===== src/rtl/alu_seq.sv =====
// alu_seq: handshaked, registered ALU with NZCV flags and err.
//
// Ports:
//   clk, rst          rising-edge clock, asynchronous active-low reset
//   in_valid/in_ready operation handshake; A, B, ALUControl are sampled on accept
//   out_valid/out_ready result handshake; Result, Z, N, V, C, err held while out_valid
//
// Opcodes: 0 add, 1 sub, 2 and, 3 or, 4 xor, 5 slt, 6 sltu, 7 sll, 8 srl, 9 sra,
//          A mul, B divu, C remu (multi-cycle), D-F illegal.
//
// Build option: define ALU_MULDIV_EN to build the iterative mul/divu/remu unit
// (WIDTH cycles per op). Without it, opcodes A-C complete in one cycle as illegal.
module alu_seq #(
    parameter int unsigned WIDTH = 32,
    parameter int unsigned SHW   = $clog2(WIDTH)
) (
    input  logic             clk,
    input  logic             rst,
    input  logic             in_valid,
    output logic             in_ready,
    input  logic [WIDTH-1:0] A,
    input  logic [WIDTH-1:0] B,
    input  logic [3:0]       ALUControl,
    output logic             out_valid,
    input  logic             out_ready,
    output logic [WIDTH-1:0] Result,
    output logic             Z,
    output logic             N,
    output logic             V,
    output logic             C,
    output logic             err
);

    localparam logic [3:0] OpAdd  = 4'b0000;
    localparam logic [3:0] OpSub  = 4'b0001;
    localparam logic [3:0] OpAnd  = 4'b0010;
    localparam logic [3:0] OpOr   = 4'b0011;
    localparam logic [3:0] OpXor  = 4'b0100;
    localparam logic [3:0] OpSlt  = 4'b0101;
    localparam logic [3:0] OpSltu = 4'b0110;
    localparam logic [3:0] OpSll  = 4'b0111;
    localparam logic [3:0] OpSrl  = 4'b1000;
    localparam logic [3:0] OpSra  = 4'b1001;
`ifdef ALU_MULDIV_EN
    localparam logic [3:0] OpMul  = 4'b1010;
    localparam logic [3:0] OpDivu = 4'b1011;
    localparam logic [3:0] OpRemu = 4'b1100;
`endif

    typedef enum logic [1:0] {
        StIdle = 2'd0,
        StDone = 2'd1
`ifdef ALU_MULDIV_EN
        , StBusy = 2'd2
`endif
    } state_e;

    state_e r_state, w_state_d, w_start_state;

    logic             r_z, r_n, r_v, r_c, r_err;
    logic [WIDTH-1:0] r_result;
    logic             w_accept;
    logic             w_is_multi;

    // ---------------- single-cycle datapath (operates on live inputs) ----------------
    logic             w_is_sub;
    logic [WIDTH-1:0] w_b_op;
    logic [WIDTH:0]   w_addsub;
    logic [SHW-1:0]   w_shamt;
    logic [WIDTH-1:0] w_sc_res;
    logic             w_sc_c, w_sc_v, w_sc_err;

    assign w_is_sub = (ALUControl == OpSub);
    assign w_b_op   = w_is_sub ? ~B : B;
    // Sub is A + ~B + 1, so C=1 means no borrow.
    assign w_addsub = {1'b0, A} + {1'b0, w_b_op} + {{WIDTH{1'b0}}, w_is_sub};
    assign w_shamt  = B[SHW-1:0];

    always_comb begin
        w_sc_res = '0;
        w_sc_c   = 1'b0;
        w_sc_v   = 1'b0;
        w_sc_err = 1'b0;
        case (ALUControl)
            OpAdd, OpSub: begin
                w_sc_res = w_addsub[WIDTH-1:0];
                w_sc_c   = w_addsub[WIDTH];
                // Overflow: both addends share a sign that the sum does not.
                w_sc_v   = ~(A[WIDTH-1] ^ w_b_op[WIDTH-1]) & (A[WIDTH-1] ^ w_sc_res[WIDTH-1]);
            end
            OpAnd:   w_sc_res = A & B;
            OpOr:    w_sc_res = A | B;
            OpXor:   w_sc_res = A ^ B;
            OpSlt:   w_sc_res = {{(WIDTH-1){1'b0}}, ($signed(A) < $signed(B))};
            OpSltu:  w_sc_res = {{(WIDTH-1){1'b0}}, (A < B)};
            OpSll:   w_sc_res = A << w_shamt;
            OpSrl:   w_sc_res = A >> w_shamt;
            OpSra:   w_sc_res = $signed(A) >>> w_shamt;
            default: w_sc_err = 1'b1;
        endcase
    end

    // ---------------- iterative mul/div datapath ----------------
`ifdef ALU_MULDIV_EN
    logic [3:0]       r_op;
    logic [SHW-1:0]   r_cnt;
    logic [WIDTH-1:0] r_a;    // mul: multiplicand (shifts left); div: divisor
    logic [WIDTH-1:0] r_b;    // mul: multiplier (shifts right); div: dividend -> quotient
    logic [WIDTH-1:0] r_acc;  // mul: partial product; div: partial remainder
    logic             w_last;
    logic [WIDTH-1:0] w_mul_acc;
    logic [WIDTH:0]   w_rem_sh, w_rem_sub;
    logic             w_rem_ge;
    logic [WIDTH-1:0] w_div_rem, w_div_q, w_mc_res;

    assign w_is_multi    = (ALUControl == OpMul) || (ALUControl == OpDivu) ||
                           (ALUControl == OpRemu);
    assign w_start_state = w_is_multi ? StBusy : StDone;
    assign w_last        = (r_cnt == SHW'(WIDTH - 1));

    assign w_mul_acc = r_acc + (r_b[0] ? r_a : '0);
    // Restoring divide; a zero divisor always "fits", giving all-ones quotient and remainder A.
    assign w_rem_sh  = {r_acc, r_b[WIDTH-1]};
    assign w_rem_sub = w_rem_sh - {1'b0, r_a};
    assign w_rem_ge  = (w_rem_sh >= {1'b0, r_a});
    assign w_div_rem = w_rem_ge ? w_rem_sub[WIDTH-1:0] : w_rem_sh[WIDTH-1:0];
    assign w_div_q   = {r_b[WIDTH-2:0], w_rem_ge};

    always_comb begin
        case (r_op)
            OpMul:   w_mc_res = w_mul_acc;
            OpDivu:  w_mc_res = w_div_q;
            default: w_mc_res = w_div_rem;
        endcase
    end
`else
    assign w_is_multi    = 1'b0;
    assign w_start_state = StDone;
`endif

    // ---------------- FSM ----------------
    always_ff @(posedge clk or negedge rst) begin
        if (!rst) r_state <= StIdle;
        else      r_state <= w_state_d;
    end

    always_comb begin
        w_state_d = r_state;
        in_ready  = 1'b0;
        case (r_state)
            StIdle: begin
                in_ready = 1'b1;
                if (in_valid) w_state_d = w_start_state;
            end
`ifdef ALU_MULDIV_EN
            StBusy: begin
                if (w_last) w_state_d = StDone;
            end
`endif
            StDone: begin
                in_ready = out_ready;
                if (out_ready) w_state_d = in_valid ? w_start_state : StIdle;
            end
            default: w_state_d = StIdle;
        endcase
    end

    assign w_accept = in_valid & in_ready;

    // ---------------- result / operand registers ----------------
    always_ff @(posedge clk or negedge rst) begin
        if (!rst) begin
            r_result <= '0;
            r_z      <= 1'b0;
            r_n      <= 1'b0;
            r_v      <= 1'b0;
            r_c      <= 1'b0;
            r_err    <= 1'b0;
`ifdef ALU_MULDIV_EN
            r_op     <= OpAdd;
            r_cnt    <= '0;
            r_a      <= '0;
            r_b      <= '0;
            r_acc    <= '0;
`endif
        end else if (w_accept && !w_is_multi) begin
            r_result <= w_sc_res;
            r_z      <= (w_sc_res == '0);
            r_n      <= w_sc_res[WIDTH-1];
            r_v      <= w_sc_v;
            r_c      <= w_sc_c;
            r_err    <= w_sc_err;
        end
`ifdef ALU_MULDIV_EN
        else if (w_accept) begin
            r_op  <= ALUControl;
            r_cnt <= '0;
            r_acc <= '0;
            if (ALUControl == OpMul) begin
                r_a <= A;
                r_b <= B;
            end else begin
                r_a <= B;
                r_b <= A;
            end
        end else if (r_state == StBusy) begin
            r_cnt <= r_cnt + 1'b1;
            if (r_op == OpMul) begin
                r_acc <= w_mul_acc;
                r_a   <= r_a << 1;
                r_b   <= r_b >> 1;
            end else begin
                r_acc <= w_div_rem;
                r_b   <= w_div_q;
            end
            if (w_last) begin
                r_result <= w_mc_res;
                r_z      <= (w_mc_res == '0);
                r_n      <= w_mc_res[WIDTH-1];
                r_v      <= 1'b0;
                r_c      <= 1'b0;
                r_err    <= (r_op != OpMul) && (r_a == '0);
            end
        end
`endif
    end

    assign out_valid = (r_state == StDone);
    assign Result    = r_result;
    assign Z         = r_z;
    assign N         = r_n;
    assign V         = r_v;
    assign C         = r_c;
    assign err       = r_err;

endmodule


===== config.mk =====
export PLATFORM = sky130hd
export DESIGN_NAME = alu_seq
export DESIGN_NICKNAME = d
export VERILOG_FILES = /design/src/rtl/alu_seq.sv
export SDC_FILE = /design/constraint.sdc
export NUM_CORES = 1
export LEC_CHECK = 0
export BUFFER_PORTS_ARGS = -buffer_cell sky130_fd_sc_hd__buf_4
export CORE_MARGIN = 2
export CORE_UTILIZATION = 41
export CTS_BUF_LIST = sky130_fd_sc_hd__clkbuf_8
export DETAILED_ROUTE_END_ITERATION = 7
export RECOVER_POWER = 100
export REMOVE_ABC_BUFFERS = 1
export SYNTH_ARGS = -nofsm -noshare
export SYNTH_HDL_FRONTEND = slang
export SYNTH_SLANG_ARGS = --single-unit
export TNS_END_PERCENT = 1

===== constraint.sdc =====
create_clock -name clk -period 3.05 [get_ports clk]
set_clock_uncertainty 0.1 [all_clocks]
set_input_delay 0 -clock clk [delete_from_list [all_inputs] [get_ports clk]]
set_output_delay 0 -clock clk [all_outputs]
set_load 0.05 [all_outputs]

# [Word-level counts from Yosys, hierarchy flattened]
# Cells that the tools add are included.
[word_totals] mem_count=0 romBits=0 out_inout_bits=39 ram_bits=0 reg_bits=39 latchBits=0 inputBits=72
[op_classes] n_reduce_logical=6 bitwise=9 muxes=10 multipliers=0 eq_ne=12 div=0 n_shift=3 magnitude_cmp=2 addsub=2
[ops] op="$pmux W32 S9" count=1
[ops] op="$lt A32 B32 Y1" count=2
[ops] op="$add A32 B32 Y33" count=1
[ops] op="$add A33 B1 Y33" count=1
[ops] op="$and A32 B32 Y32" count=1
[ops] op="$logic_not A32 Y1" count=1
[ops] op="$mux W32" count=1
[ops] op="$not A32 Y32" count=1
[ops] op="$or A32 B32 Y32" count=1
[ops] op="$shl A32 B5 Y32" count=1
[ops] op="$shr A32 B5 Y32" count=1
[ops] op="$sshr A32 B5 Y32" count=1
[ops] op="$xor A32 B32 Y32" count=1
[ops] op="$eq A4 B3 Y1 const B" count=4
[ops] op="$reduce_or A10 Y1" count=1
[ops] op="$eq A4 B2 Y1 const B" count=2
[ops] op="$eq A4 B4 Y1 const B" count=2
[ops] op="$eq A4 B1 Y1 const B" count=1
[ops] op="$logic_not A4 Y1" count=1
[ops] op="$mux W1" count=4
[ops] op="$mux W2" count=2
[ops] op="$pmux W2 S2" count=1
[ops] op="$and A1 B1 Y1" count=2
[ops] op="$eq A2 B1 Y1 const B" count=1
[ops] op="8 further kinds" count=9

# [Longest topological paths before layout]
[logic_depth] ltp_word=7 mapped_depth=19 ltp_nobuf=15

# [Worst setup path after synthesis]
# No wires, ideal clock.
[synth_path] kind="input -> register" start="input ALUControl[3]" end="register r_z, in the netlist Z" path_buffers=4 setup_ns=0.092 path_stages=17 required_time_ns=2.858 t_arrival_ns=3.853 slack_ns=-0.995 path_cell_list="buf_2 -> nor4b_1 -> clkbuf_1 -> buf_1 -> xnor2_1 -> ha_1 -> clkbuf_1 -> nand2_1 -> o211a_1 -> o221a_2 -> xnor2_1 -> a2111oi_4 -> nand4_1 -> and4bb_1 -> nand4_1 -> or4_1 -> o31ai_2"
[synth_via] elab_chain_cells=6 word_cells_on_any_way=16 classes_between="add/sub: 2; eq/ne: 9; mux: 2; reduce/logical: 3"
[synth_rtl] item="start, declared" line="23" rtl="input logic [3:0] ALUControl,"
[synth_rtl] item="$eq A4 B1 Y1" line="73, 84"
[synth_rtl] item="$mux W32" line="74" rtl="assign w_b_op = w_is_sub ? ~B : B;"
[synth_rtl] item="$add A32 B32 Y33" line="76" rtl="assign w_addsub = {1'b0, A} + {1'b0, w_b_op} + {{WIDTH{1'b0}}, w_is_sub};"
[synth_rtl] item="$add A33 B1 Y33" line="76"
[synth_rtl] item="$pmux W32 S9 (*)" line="84" rtl="case (ALUControl)"
[synth_rtl] item="$logic_not A32 Y1 (*)" line="188" rtl="r_z <= (w_sc_res == '0);"
[synth_rtl] item="end signal, assigned" line="188"
[synth_rtl] item="end, declared" line="60" rtl="logic r_z, r_n, r_v, r_c, r_err;"
# Every way passes the cells marked *; elsewhere a longest branch is shown, timed or not.
# A chain may end at the register's enable or synchronous reset.

# [Worst setup path after layout]
# Ends and elaborated chain as after synthesis.

==> reports/results.txt <==
Post-Synthesis Cells -> 1332
Initial antenna violation count -> 0
Full die area -> 0.02613 sq mm
Clock Pin Slew Worst Setup and Hold Paths -> 0.08 ns
Boundary pin count -> 111
Final #Nets -> 2040
Via count -> 13005
Net Switching -> 1.898 mW
CTS tree -> done
WL/cell -> 22.89 um
First-pass GRT wire length -> 74.28 mm
CP startpoint kind -> input port
Setup ws final -> -0.3624 ns
Slew HR -> -31.91%
Final Power -> 4.026 mW
Place WS -> -0.9101 ns
Most frequent cells in the layout -> 526 x buf_4, 135 x nand2_1, 126 x ha_1
Clock power share -> 11.3%
Non-filler cells, final -> 2164
Area contributors post-synth -> ha_1 16%, dfrtp_1 9.1%, mux2i_1 6.8%
H-tree depth -> 2
Cell count after placement -> 2133
Mapped cell area -> 0.01019 sq mm
CP max-delay cell -> a311oi_1
Setup TNS -> -1.137 ns
Maximum capacitance violations -> 1
Yosys warning count -> 0
Worst hold slack -> 0.1392 ns
Hold Crit Class -> input port to flop
Seq pwr share -> 15.0%
Post-route DRC -> 0
CP cell instances -> clkbuf_1 -> clkbuf_2 -> nor3b_1 -> nand2_1 -> buf_4 -> nor2_1 -> clkbuf_4 -> and3_1 -> a311oi_1 -> nand3_1 -> nor2_1 -> and4bb_1 -> nand4_1 -> or4_4 -> o31ai_2
Switching Share -> 47.14%
Initial Utilization -> 41.78%
Port bufs -> 110
Share of the synthesized area in the top cell type -> 15.72%
Critical path class -> input port to flop
Core footprint -> 0.02439 sq mm
Commonest non-fill, non-tap cell in the layout -> buf_4
Hpwl dp -> 41.11 mm
Synth Flop Type -> dfrtp_1
Combinational power share -> 73.7%
Drt first-iter violations -> 1246
Min cycle time layout -> 3.412 ns
Required time of the worst setup path -> 3.17 ns
Die H -> 161.7 um
DR pass1 iterations -> 5
CTS buffer count -> 5
Fraction of layout cells with a size suffix above 1 -> 36.52%
CP Buf/Inv Count -> 4
Internal power -> 2.128 mW
Sequential-to-total area share from yosys stat -> 9.085%
Area of placed instances -> 0.01460 sq mm
CP top delay family -> simple AND/OR/NAND/NOR gates
CP dominant cell by count -> nor2_1
Clock sink total -> 37
Static Leak -> 7.235 nW
Crit. End Element -> flop
Largest net degree at the start of global routing -> 43
Mean post-synth cell area -> 7.651 sq um
FFs w/ async S/R, synth -> 100.0%
Layout Cell Area excl Fill -> 0.01504 sq mm
Vias in the first global route -> 12626
Area growth syn-to-layout -> 47.62%
Gr ovfl total -> 0
RSZ-0062 raised after global routing -> true
Die Wd -> 161.7 um
Final Hold Vio Count -> 0
Final Setup Violations -> 9
CTS Buffer Depth -> 2
Largest stage delay, worst path -> 0.62 ns
Clk root buf -> clkbuf_8
Peak supply drop -> 0.0002228 V
Global Route Usage Sum -> 37.09%
Max-slew violation count -> 38
Critical Path AT -> 3.53 ns
Vias per inst -> 6.010
Synth Register Bits -> 37
DRT Wirelength -> 49.53 mm
Power Density -> 267.6 mW/mm^2
Synth area leader -> ha_1
Crit Path Max Fanout -> 19
Worst slew pin tran -> 1.979 ns
Finished Core Util -> 61.68%
Placer Congestion -> 1.042
Final Cycle Share -> 111.9%
Skew-Pair Late Insertion Delay -> 0.30 ns
Routed Antenna Nets -> 0
Post-synth EDFFs -> 0
Failing checks -> max-capacitance violations, max-slew violations, negative setup slack
Outcome -> complete, but fails checks
FP Rows -> 57
Max Fclk -> 0.2931 GHz
Synth unique cells -> 85
Antenna Cells -> 0
==> cells by family (layout without fill, tap and decap cells) <==
group           count (synthesis)  count (layout)  share of synthesized area [%]
mux                           126             126                          16.61
buf+inv                       186             694                          8.042
flops                          37              37                          9.085
compound gates                395             395                          26.69
xor+xnor                       49              49                          4.211
fa+ha+maj                     129             129                          15.91
simple gates                  410             410                          19.45
==> cell usage after synthesis (all sizes together), types with 14 or more instances <==
library cell  number
nand2            135
ha               128
nor2              93
inv               86
o21ai             78
a21oi             72
mux2i             70
clkbuf            57
buf               42
xnor2             41
dfrtp             37
nand3             35
mux4              30
nand4             28
o211ai            27
mux2              26
nor3              26
a22oi             24
o22ai             23
a31oi             18
a21o              17
a221oi            16
nor2b             15
nand2b            14
==> layer usage <==
layer	vias up	global-route usage, %	wire, um
met5	-	0	0
met4	0	20.39	3319
met3	157	5.184	3774
met2	665	59.32	22010
met1	6170	48.41	20430
li1	6013	-	-
==> power groups by stage <==
stage	Sequential, mW	Combinational, mW	Clock [mW]
CTS	0.606	2.98	0.453
detailed placement	0.615	2.86	0
global route	0.612	3.15	0.480
finish	0.604	2.97	0.455
global placement	0.612	2.85	0
floorplan	0.879	1.11	0
==> registers in the layout, summed over array words and instances, names as in the netlist <==
| register | count |
|---|---|
| Z | 1 |
| C | 1 |
| Result | 31 |
| V | 1 |
| N | 1 |
| err | 1 |
| r_state | 1 |
==> worst reg2reg max path, cell delays in order (launching register included) <==
cell      delay [ns]
dfrtp_1         0.38
nand2b_1        0.09
nand2_1         0.21
a311oi_1        0.28
o221ai_1        0.19
a2111o_1        0.42
nor2_1          0.11
and4bb_1        0.22
nand4_1         0.13
or4_4           0.52
o31ai_2         0.18
==> repair_timing <==
action | 4_1_cts | 5_1_grt
hold buffers | 3 | 0
setup endpoints to repair | 13 | 12
buffers inserted | 18 | 1
gates cloned | 1 | 0
endpoints found under the hold margin | 38 | 0
resized for setup | 54 | 10
pin swaps | 37 | 3
==> area by class of cell <==
type | count | area [sq um]
inverters | 87 | 326.6
flip-flops and latches | 37 | 925.9
multi-input cells | 1109 | 8721
repair buffers | 599 | 4549
fillers | 2353 | 9346
well taps | 324 | 405.4
clock inverters | 2 | 33.78
clock buffers | 6 | 82.58
==> final timing paths <==
check	startpoint	to	slack, ns	depth (start not counted)
worst max-delay path	ALUControl[3]	Z	-0.36	15
min in group asynchronous	rst	Result[26]	0.69	2
worst min register to register	Result[7]	Result[7]	0.39	2
max in group asynchronous	rst	Result[13]	1.01	2
worst max register to register	r_state[0]	Z	0.13	10
worst min-delay path	A[31]	V	0.14	4
(Power assumes the default switching activity.)
